**src/rtl/ex_muldiv_unit.sv**
```systemverilog
// ex_muldiv_unit: multiply/divide and HI/LO unit for the EX stage.
// Owns the architectural HI/LO registers. Multiplies complete after MUL_LAT
// cycles. Divides use a restoring algorithm and complete after W+1 cycles.
// While either is in flight, stall_req freezes IF..EX.
module ex_muldiv_unit #(
    parameter int W       = 32,
    parameter int MUL_LAT = 2
) (
    input  logic         clk,
    input  logic         rst,
    input  logic         flush,
    input  logic         pipe_stall,
    input  logic         start,
    input  logic [2:0]   op,
    input  logic [W-1:0] src_a,
    input  logic [W-1:0] src_b,
    output logic         stall_req,
    output logic         busy,
    output logic [W-1:0] hi_o,
    output logic [W-1:0] lo_o
);

    localparam logic [2:0] OP_MULT  = 3'b001;
    localparam logic [2:0] OP_MULTU = 3'b010;
    localparam logic [2:0] OP_DIV   = 3'b011;
    localparam logic [2:0] OP_DIVU  = 3'b100;
    localparam logic [2:0] OP_MTHI  = 3'b101;
    localparam logic [2:0] OP_MTLO  = 3'b110;

    // The counter must reach W for divides and MUL_LAT-1 for multiplies.
    localparam int CW = $clog2(W + 1);

    typedef enum logic [1:0] {
        S_IDLE = 2'd0,
        S_MUL  = 2'd1,
        S_DIV  = 2'd2,
        S_DONE = 2'd3
    } state_t;

    state_t            r_state;
    state_t            w_state_nxt;

    logic [CW-1:0]     r_cnt;
    logic [W-1:0]      r_hi;
    logic [W-1:0]      r_lo;
    logic [2*W-1:0]    r_prod_p1;
    logic [W-1:0]      r_a_raw;
    logic [W-1:0]      r_rem;
    logic [W-1:0]      r_quo;
    logic [W-1:0]      r_dvs;
    logic              r_neg_q;
    logic              r_neg_r;
    logic              r_dbz;

    logic              w_is_mul;
    logic              w_is_div;
    logic              w_is_sgn;
    logic              w_in_idle;
    logic              w_mul_last;
    logic              w_div_last;
    logic [2*W-1:0]    w_prod_p0;
    logic [W:0]        w_rem_sh;
    logic [W:0]        w_diff;
    logic              w_ge;
    logic [W-1:0]      w_rem_nxt;
    logic [W-1:0]      w_quo_nxt;
    logic [W-1:0]      w_q_fix;
    logic [W-1:0]      w_r_fix;

    // Full 2W-bit product. Each operand gets one extra bit so that a single
    // signed multiplier serves both the signed and the unsigned forms.
    function automatic logic [2*W-1:0] mul_full(input logic [W-1:0] a,
                                                input logic [W-1:0] b,
                                                input logic         sgn);
        logic signed [W:0]     ea;
        logic signed [W:0]     eb;
        logic signed [2*W+1:0] p;
        ea = {sgn & a[W-1], a};
        eb = {sgn & b[W-1], b};
        p  = ea * eb;
        return p[2*W-1:0];
    endfunction

    // Magnitude of an operand. MIN maps to itself, which equals 2^(W-1)
    // when read as unsigned.
    function automatic logic [W-1:0] mag(input logic [W-1:0] x, input logic sgn);
        return (sgn & x[W-1]) ? (~x + 1'b1) : x;
    endfunction

    // Conditional two's-complement negate, used for the final sign fix.
    function automatic logic [W-1:0] neg_if(input logic [W-1:0] x, input logic c);
        return c ? (~x + 1'b1) : x;
    endfunction

    assign w_in_idle  = (r_state == S_IDLE);
    assign w_is_mul   = start & ((op == OP_MULT) | (op == OP_MULTU));
    assign w_is_div   = start & ((op == OP_DIV)  | (op == OP_DIVU));
    assign w_is_sgn   = (op == OP_MULT) | (op == OP_DIV);
    assign w_mul_last = (r_cnt == CW'(MUL_LAT - 1));
    assign w_div_last = (r_cnt == CW'(W));

    assign w_prod_p0  = mul_full(src_a, src_b, w_is_sgn);

    // One restoring step: shift the next dividend bit in, then subtract if the result fits.
    assign w_rem_sh   = {r_rem, r_quo[W-1]};
    assign w_diff     = w_rem_sh - {1'b0, r_dvs};
    assign w_ge       = (w_rem_sh >= {1'b0, r_dvs});
    assign w_rem_nxt  = w_ge ? w_diff[W-1:0] : w_rem_sh[W-1:0];
    assign w_quo_nxt  = {r_quo[W-2:0], w_ge};

    // A divide by zero overrides the sign fix: LO is all ones and HI is the raw dividend.
    assign w_q_fix    = r_dbz ? {W{1'b1}} : neg_if(w_quo_nxt, r_neg_q);
    assign w_r_fix    = r_dbz ? r_a_raw   : neg_if(w_rem_nxt, r_neg_r);

    assign stall_req  = ~flush & ((w_in_idle & (w_is_mul | w_is_div)) |
                                  (r_state == S_MUL) | (r_state == S_DIV));
    assign busy       = (r_state != S_IDLE);
    assign hi_o       = r_hi;
    assign lo_o       = r_lo;

    // State register.
    always_ff @(posedge clk) begin
        if (rst) begin
            r_state <= S_IDLE;
        end else begin
            r_state <= w_state_nxt;
        end
    end

    // Next-state logic. A flush always returns to IDLE.
    always_comb begin
        w_state_nxt = r_state;
        case (r_state)
            S_IDLE: begin
                if (w_is_mul) begin
                    w_state_nxt = (MUL_LAT == 1) ? S_DONE : S_MUL;
                end else if (w_is_div) begin
                    w_state_nxt = S_DIV;
                end
            end
            S_MUL:  if (w_mul_last) w_state_nxt = S_DONE;
            S_DIV:  if (w_div_last) w_state_nxt = S_DONE;
            S_DONE: if (!pipe_stall) w_state_nxt = S_IDLE;
            default: w_state_nxt = S_IDLE;
        endcase
        if (flush) begin
            w_state_nxt = S_IDLE;
        end
    end

    // Datapath. Captures operands on accept, steps the product or divider,
    // and writes HI/LO on completion or on MTHI/MTLO.
    always_ff @(posedge clk) begin
        if (rst) begin
            r_cnt     <= '0;
            r_hi      <= '0;
            r_lo      <= '0;
            r_prod_p1 <= '0;
            r_a_raw   <= '0;
            r_rem     <= '0;
            r_quo     <= '0;
            r_dvs     <= '0;
            r_neg_q   <= 1'b0;
            r_neg_r   <= 1'b0;
            r_dbz     <= 1'b0;
        end else if (!flush) begin
            case (r_state)
                S_IDLE: begin
                    if (start && op == OP_MTHI) r_hi <= src_a;
                    if (start && op == OP_MTLO) r_lo <= src_a;
                    if (w_is_mul) begin
                        r_cnt   <= CW'(1);
                        r_a_raw <= src_a;
                        if (MUL_LAT == 1) begin
                            r_hi <= w_prod_p0[2*W-1:W];
                            r_lo <= w_prod_p0[W-1:0];
                        end else begin
                            r_prod_p1 <= w_prod_p0;
                        end
                    end
                    if (w_is_div) begin
                        r_cnt   <= CW'(1);
                        r_a_raw <= src_a;
                        r_rem   <= '0;
                        r_quo   <= mag(src_a, w_is_sgn);
                        r_dvs   <= mag(src_b, w_is_sgn);
                        r_neg_q <= w_is_sgn & (src_a[W-1] ^ src_b[W-1]);
                        r_neg_r <= w_is_sgn & src_a[W-1];
                        r_dbz   <= (src_b == '0);
                    end
                end
                S_MUL: begin
                    if (w_mul_last) begin
                        r_hi <= r_prod_p1[2*W-1:W];
                        r_lo <= r_prod_p1[W-1:0];
                    end else begin
                        r_cnt <= r_cnt + CW'(1);
                    end
                end
                S_DIV: begin
                    if (w_div_last) begin
                        r_hi <= w_r_fix;
                        r_lo <= w_q_fix;
                    end else begin
                        r_rem <= w_rem_nxt;
                        r_quo <= w_quo_nxt;
                        r_cnt <= r_cnt + CW'(1);
                    end
                end
                default: begin
                end
            endcase
        end
    end

endmodule

```
**config.mk**
```make
export PLATFORM = sky130hd
export DESIGN_NAME = ex_muldiv_unit
export DESIGN_NICKNAME = d
export VERILOG_FILES = /design/src/rtl/ex_muldiv_unit.sv
export SDC_FILE = /design/constraint.sdc
export NUM_CORES = 2
export LEC_CHECK = 0
export BUFFER_PORTS_ARGS = -buffer_cell sky130_fd_sc_hd__buf_2
export CAP_MARGIN = 5
export CORE_UTILIZATION = 50
export DETAILED_ROUTE_END_ITERATION = 8
export HOLD_SLACK_MARGIN = 0.05
export PLACE_DENSITY = 0.66
export RECOVER_POWER = 25
export SLEW_MARGIN = 0
export SYNTH_ARGS = -nofsm -noshare
export SYNTH_HDL_FRONTEND = slang
export SYNTH_SLANG_ARGS = --single-unit
```
**constraint.sdc**
```tcl
create_clock -name clk -period 23.8 [get_ports clk]
set_clock_uncertainty 0.15 [all_clocks]
set_input_delay 5.95 -clock clk [delete_from_list [all_inputs] [get_ports clk]]
set_output_delay 5.95 -clock clk [all_outputs]
set_load 0.01 [all_outputs]
```
== Word-level counts from Yosys, hierarchy flattened ==
Index checks and enable logic that the tools add are counted.

* Flip-flop bits (word level): 267
* Latch bits: 0
* RAM bits: 0
* ROM bits: 0
* Output and inout port bits: 66
* Word-level logic and storage cells: 110
* Memories kept: 0

* Add/sub/neg operators: 6
* $mul: 1
* Div/mod/pow operators: 0
* Magnitude comparators: 1
* Eq/ne operators: 20
* Shift operators: 0
* Multiplexer cells: 34
* Bitwise logic cells: 19
* Reductions and logical operators: 17

{| class="wikitable"
|+ Operators by type and width
! operator !! number
|-
| $mux W32 || 19
|-
| $pmux W32 S3 || 2
|-
| $add A32 B1 Y32 const B || 4
|-
| $not A32 Y32 || 4
|-
| $pmux W32 S2 || 2
|-
| $mul A33 B33 Y64 || 1
|-
| $ge A33 B32 Y1 || 1
|-
| $logic_not A32 Y1 || 1
|-
| $sub A32 B32 Y32 || 1
|-
| $mux W6 || 4
|-
| $pmux W6 S3 || 1
|-
| $reduce_and A5 Y1 || 3
|-
| $ne A2 B2 Y1 const B || 6
|-
| $mux W2 || 5
|-
| $eq A3 B3 Y1 const B || 3
|-
| $reduce_and A3 Y1 || 3
|-
| $pmux W2 S4 || 1
|-
| $reduce_and A4 Y1 || 2
|-
| $and A1 B1 Y1 || 7
|-
| $add A6 B1 Y6 const B || 1
|-
| $eq A3 B2 Y1 const B || 2
|-
| $eq A6 B1 Y1 const B || 1
|-
| $eq A6 B6 Y1 const B || 1
|-
| $or A1 B1 Y1 || 6
|-
| 12 further kinds || 17
|}

== Longest topological paths before layout ==
* Depth in word-level cells: 8
* Mapped depth: 36
* Mapped depth without buffers: 31

== Worst setup path before layout ==
Ideal clock, no wire load.

* Path kind: input to register
* From: in op[0]
* To: reg r_prod_p1[61]
* Library setup time: 0.087 ns
* Data arrival time: 14.244 ns
* Data required time: 23.563 ns
* Path slack: 9.319 ns
* Cell stages on the path: 32
* Path buffers: 5
* Cell sequence: nor2b_1 -> clkbuf_1 -> and2_0 -> clkbuf_1 -> clkbuf_1 -> buf_1 -> nand2_1 -> inv_1 -> fa_1 -> fa_1 -> fa_1 -> inv_1 -> fa_1 -> fa_1 -> fa_1 -> fa_1 -> fa_1 -> inv_1 -> ha_1 -> clkbuf_1 -> a21o_1 -> nor2_1 -> a211oi_1 -> nor2_1 -> o21ai_0 -> o211ai_1 -> a32oi_1 -> a41oi_1 -> a211o_1 -> o21a_1 -> and2_0 -> o31ai_1

* Word-level cells in the longest chain between the ends: 4

{| class="wikitable"
|+ RTL lines
! element !! RTL line !! source
|-
| start, declared || 14 || <nowiki>input logic [2:0] op,</nowiki>
|-
| $eq A3 B1 Y1 (tied with other cells) || 96, 98 ||
|-
| $or A1 B1 Y1, on equally long branches || 98, 96 ||
|-
| $and A1 B1 Y1, on equally long branches || 78, 79, 96 ||
|-
| $mul A33 B33 Y64 or $reduce_and A3 Y1 (tied branches) || - ||
|-
| end signal, assigned || 178 || <nowiki>r_prod_p1 <= w_prod_p0;</nowiki>
|-
| end, declared || 46 || <nowiki>logic [2*W-1:0] r_prod_p1;</nowiki>
|}

Parallel ways exist; a longest one is shown, timed or not.
A chain may end at the register's enable or synchronous reset.

== Worst setup path after layout ==
* From: in src_a[31]
* To: reg r_prod_p1[61]

* Word-level cells in the longest chain between the ends: 2

{| class="wikitable"
|+ RTL lines
! element !! RTL line !! source
|-
| start, declared || 15 || <nowiki>input logic [W-1:0] src_a,</nowiki>
|-
| $and A1 B1 Y1 || 78 || <nowiki>ea = {sgn & a[W-1], a};</nowiki>
|-
| $mul A33 B33 Y64 * || 80 || <nowiki>p = ea * eb;</nowiki>
|}

Every way passes the cells marked *; elsewhere a longest branch is shown, timed or not.

==> summary.md <==
| Metric | Value |
|---|---|
| First-pass GRT wire length | `260000 µm` |
| DRT Pass-1 Iters | `6` |
| Initial core utilization | `0.507` |
| Cell Area, Synth | `0.0545 mm²` |
| Reg clk slew, reported paths | `roughly 0.07 ns` |
| Post-layout min period | `14.95 ns` |
| Gr usage total | `0.300` |
| Syn Area/Cell | `8.43 µm²` |
| CP arrival | `15.27 ns` |
| I/O pin total | `138` |
| Fin nets | `7738` |
| Setup Total Neg Slack | `0 ns` |
| Most used cell, CP | `fa_1` |
| Crit Path Class | `in2reg` |
| Most common cell after layout, fill and taps aside | `inv_1` |
| Core area | `~0.11 mm²` |
| Fillers | `10100` |
| Hold WC Path Type | `reg2reg` |
| Synth area leader | `fa_1` |
| Max Clk Rate | `66.9 MHz` |
| Library cells used by synthesis | `96` |
| Multi-input gate area | `0.0431 mm²` |
| Syn Nets | `approximately 8000` |
| Port Buf Inserts | `137` |
| Post-CTS Repair Setup Buffers | `0` |
| CP max stage delay | `0.63 ns` |
| Final hold violations | `0` |
| Main synth FF type | `dfxtp_1` |
| GP Congestion | `0.943` |
| Final WS setup | `8.85 ns` |
| DRT iter0 DRCs | `3876` |
| Drt via density | `between 5 and 6` |
| Mapped Cells | `6460` |
| Kind of start point of the critical path | `primary input` |
| Flops & latches, synth | `267` |
| Register area | `~0.0053 mm²` |
| Die W | `about 330 µm` |
| Worst path required time | `about 24 ns` |
| Hold_buf cts | `0` |
| Synth Warn # | `0` |
| Max Root-Sink Buffers | `3` |
| Vias in the first global route | `around 45000` |
| Chip Height | `332 µm` |
| DRC errors left | `0` |
| Sink Count | `267` |
| Final Cycle Share | `0.628` |
| ANT nets after route | `0` |
| Post-synth top area share | `0.414` |
| Outcome | `finished, violations left` |
| Area growth, synth to finish | `4.50%` |
| Clk_lat worst skew | `about 0.59 ns` |
| Asr flop ratio synth | `0` |
| Row cnt | `between 100 and 150` |
| Worst Tran Pin Value | `~4.7 ns` |
| Commonest cells after routing, fill and taps aside | `inv_1, nand2_1, fa_1` |
| Post-DP HPWL | `123000 µm` |
| H-tree Lvls | `1` |
| WL/cell | `21.1 µm` |
| Post-synth EDFFs | `0` |
| Root Buffer | `clkbuf_16` |
| DR vias | `43700` |
| DIE AREA | `about 0.11 mm²` |
| Failing checks | `capacitance limit, slew limit` |
| Initial antenna violation count | `12` |
| Synth top area cells | `fa_1, dfxtp_1, inv_1` |
| Max-Cap Viols | `3` |
| CTS tree | `done` |
| Post-CTS sizing | `0` |
| Routed wire length | `162000 µm` |
| Slew Limit Headroom | `-2.11` |
| Pre-CTS WS | `8.35 ns` |
| TritonCTS buffer count | `28` |
| CP Max Fanout | `53` |
| Final Slew Violations | `between 200 and 250` |
| Final setup fails | `0` |
| Unrepaired setup endpoints after global routing | `false` |
| Grt ovf | `0` |
| Slowest CP cell | `fa_1` |
| Pin count of the biggest net entering global routing | `105` |
| Ratio of cells with drive above 1 in the final layout | `0.0433` |
| Sequential fraction of the synthesis area | `0.0981` |
| CP Capture Type | `flop` |
## logic make-up (layout without fill, tap and decap cells)
| kind of cell | after synthesis | in the layout | synth area share |
|---|---|---|---|
| compound gates | 842 | 842 | 0.101 |
| xor+xnor | 207 | 207 | 0.0333 |
| fa+ha+maj | 1383 | 1383 | 0.473 |
| buf+inv | 1608 | 1453 | 0.112 |
| flops | 267 | 267 | 0.0981 |
| mux | 32 | 32 | 0.00629 |
| other cells | 0 | 4 | 0 |
| simple gates | 2121 | 2121 | 0.177 |
## synthesized netlist by cell type (54+ instances only)
library cell and n:
and2_1 367, xnor2_1 124, ha_1 257, dfxtp_1 267, a21oi_1 297, inv_1 1183
buf_1 80, a21o_1 54, clkbuf_1 330, nand2_1 1134, fa_1 1126, xor2_1 83
nor2_1 311, o21ai_0 137, nor3_1 63
## worst paths after layout
path / end / cells after the start / startpoint / slack [ns]
worst min register to register: r_a_raw[3] / 2 / r_a_raw[3] / 0.30
worst min-delay path: r_a_raw[3] / 2 / r_a_raw[3] / 0.30
worst max-delay path: r_prod_p1[61] / 29 / src_a[31] / 8.85
worst max register to register: lo_o[26] / 19 / r_rem[17] / 17.40
## per-layer routing
metal,GRT usage,wire length (µm),vias up
li1,-,-,19400
met1,0.420,69000,22300
met2,0.483,74200,1772
met3,0.0430,13600,299
met4,0.0887,5440,12
met5,0,69,-
## registers in the layout (all words and copies together), names as in the netlist
| name | count |
|---|---|
| r_dbz | 1 |
| r_neg_r | 1 |
| r_quo | 32 |
| r_rem | 32 |
| r_neg_q | 1 |
| r_cnt | 6 |
| hi_o | 32 |
| r_a_raw | 32 |
| lo_o | 32 |
| r_state | 2 |
| r_prod_p1 | 64 |
| r_dvs | 32 |
## worst max-delay path, delay by kind of cell
family / cells / cell delay (ns)
buffers and inverters: 6 / 1.62
adders and majority gates: 9 / 4.54
AOI/OAI and AO/OA: 10 / 2.21
and+or+nand+nor: 4 / 0.88
## area by class of cell
class | instances | area share
inverter | 1186 | 0.0784
antenna | 4 | 0.000176
sequential | 267 | 0.0939
multi-input combinational | 4585 | 0.757
clock buffer | 35 | 0.0138
timing repair buffer | 215 | 0.0207
tap | 1403 | 0.0308
clock inverter | 17 | 0.00527
## per-stage QoR
| step | area [µm²] | cells | util | hold WS, ns |
|---|---|---|---|---|
| 5_1_grt | 56900 | 7709 | 0.530 | 0.316 |
| 3_5_place_dp | 55900 | 7656 | 0.520 | 0.292 |
| 6_report | 56900 | 7712 | 0.530 | 0.298 |
| 3_3_place_gp | 55900 | 7656 | 0.520 | 0.285 |
| 2_1_floorplan | 54500 | 6460 | - | 0.275 |
| 4_1_cts | 57000 | 7708 | 0.530 | 0.299 |
Power is left out: the tool's default activity adds up to more than one toggle a clock period on the data nets, which glitch-free logic cannot reach.
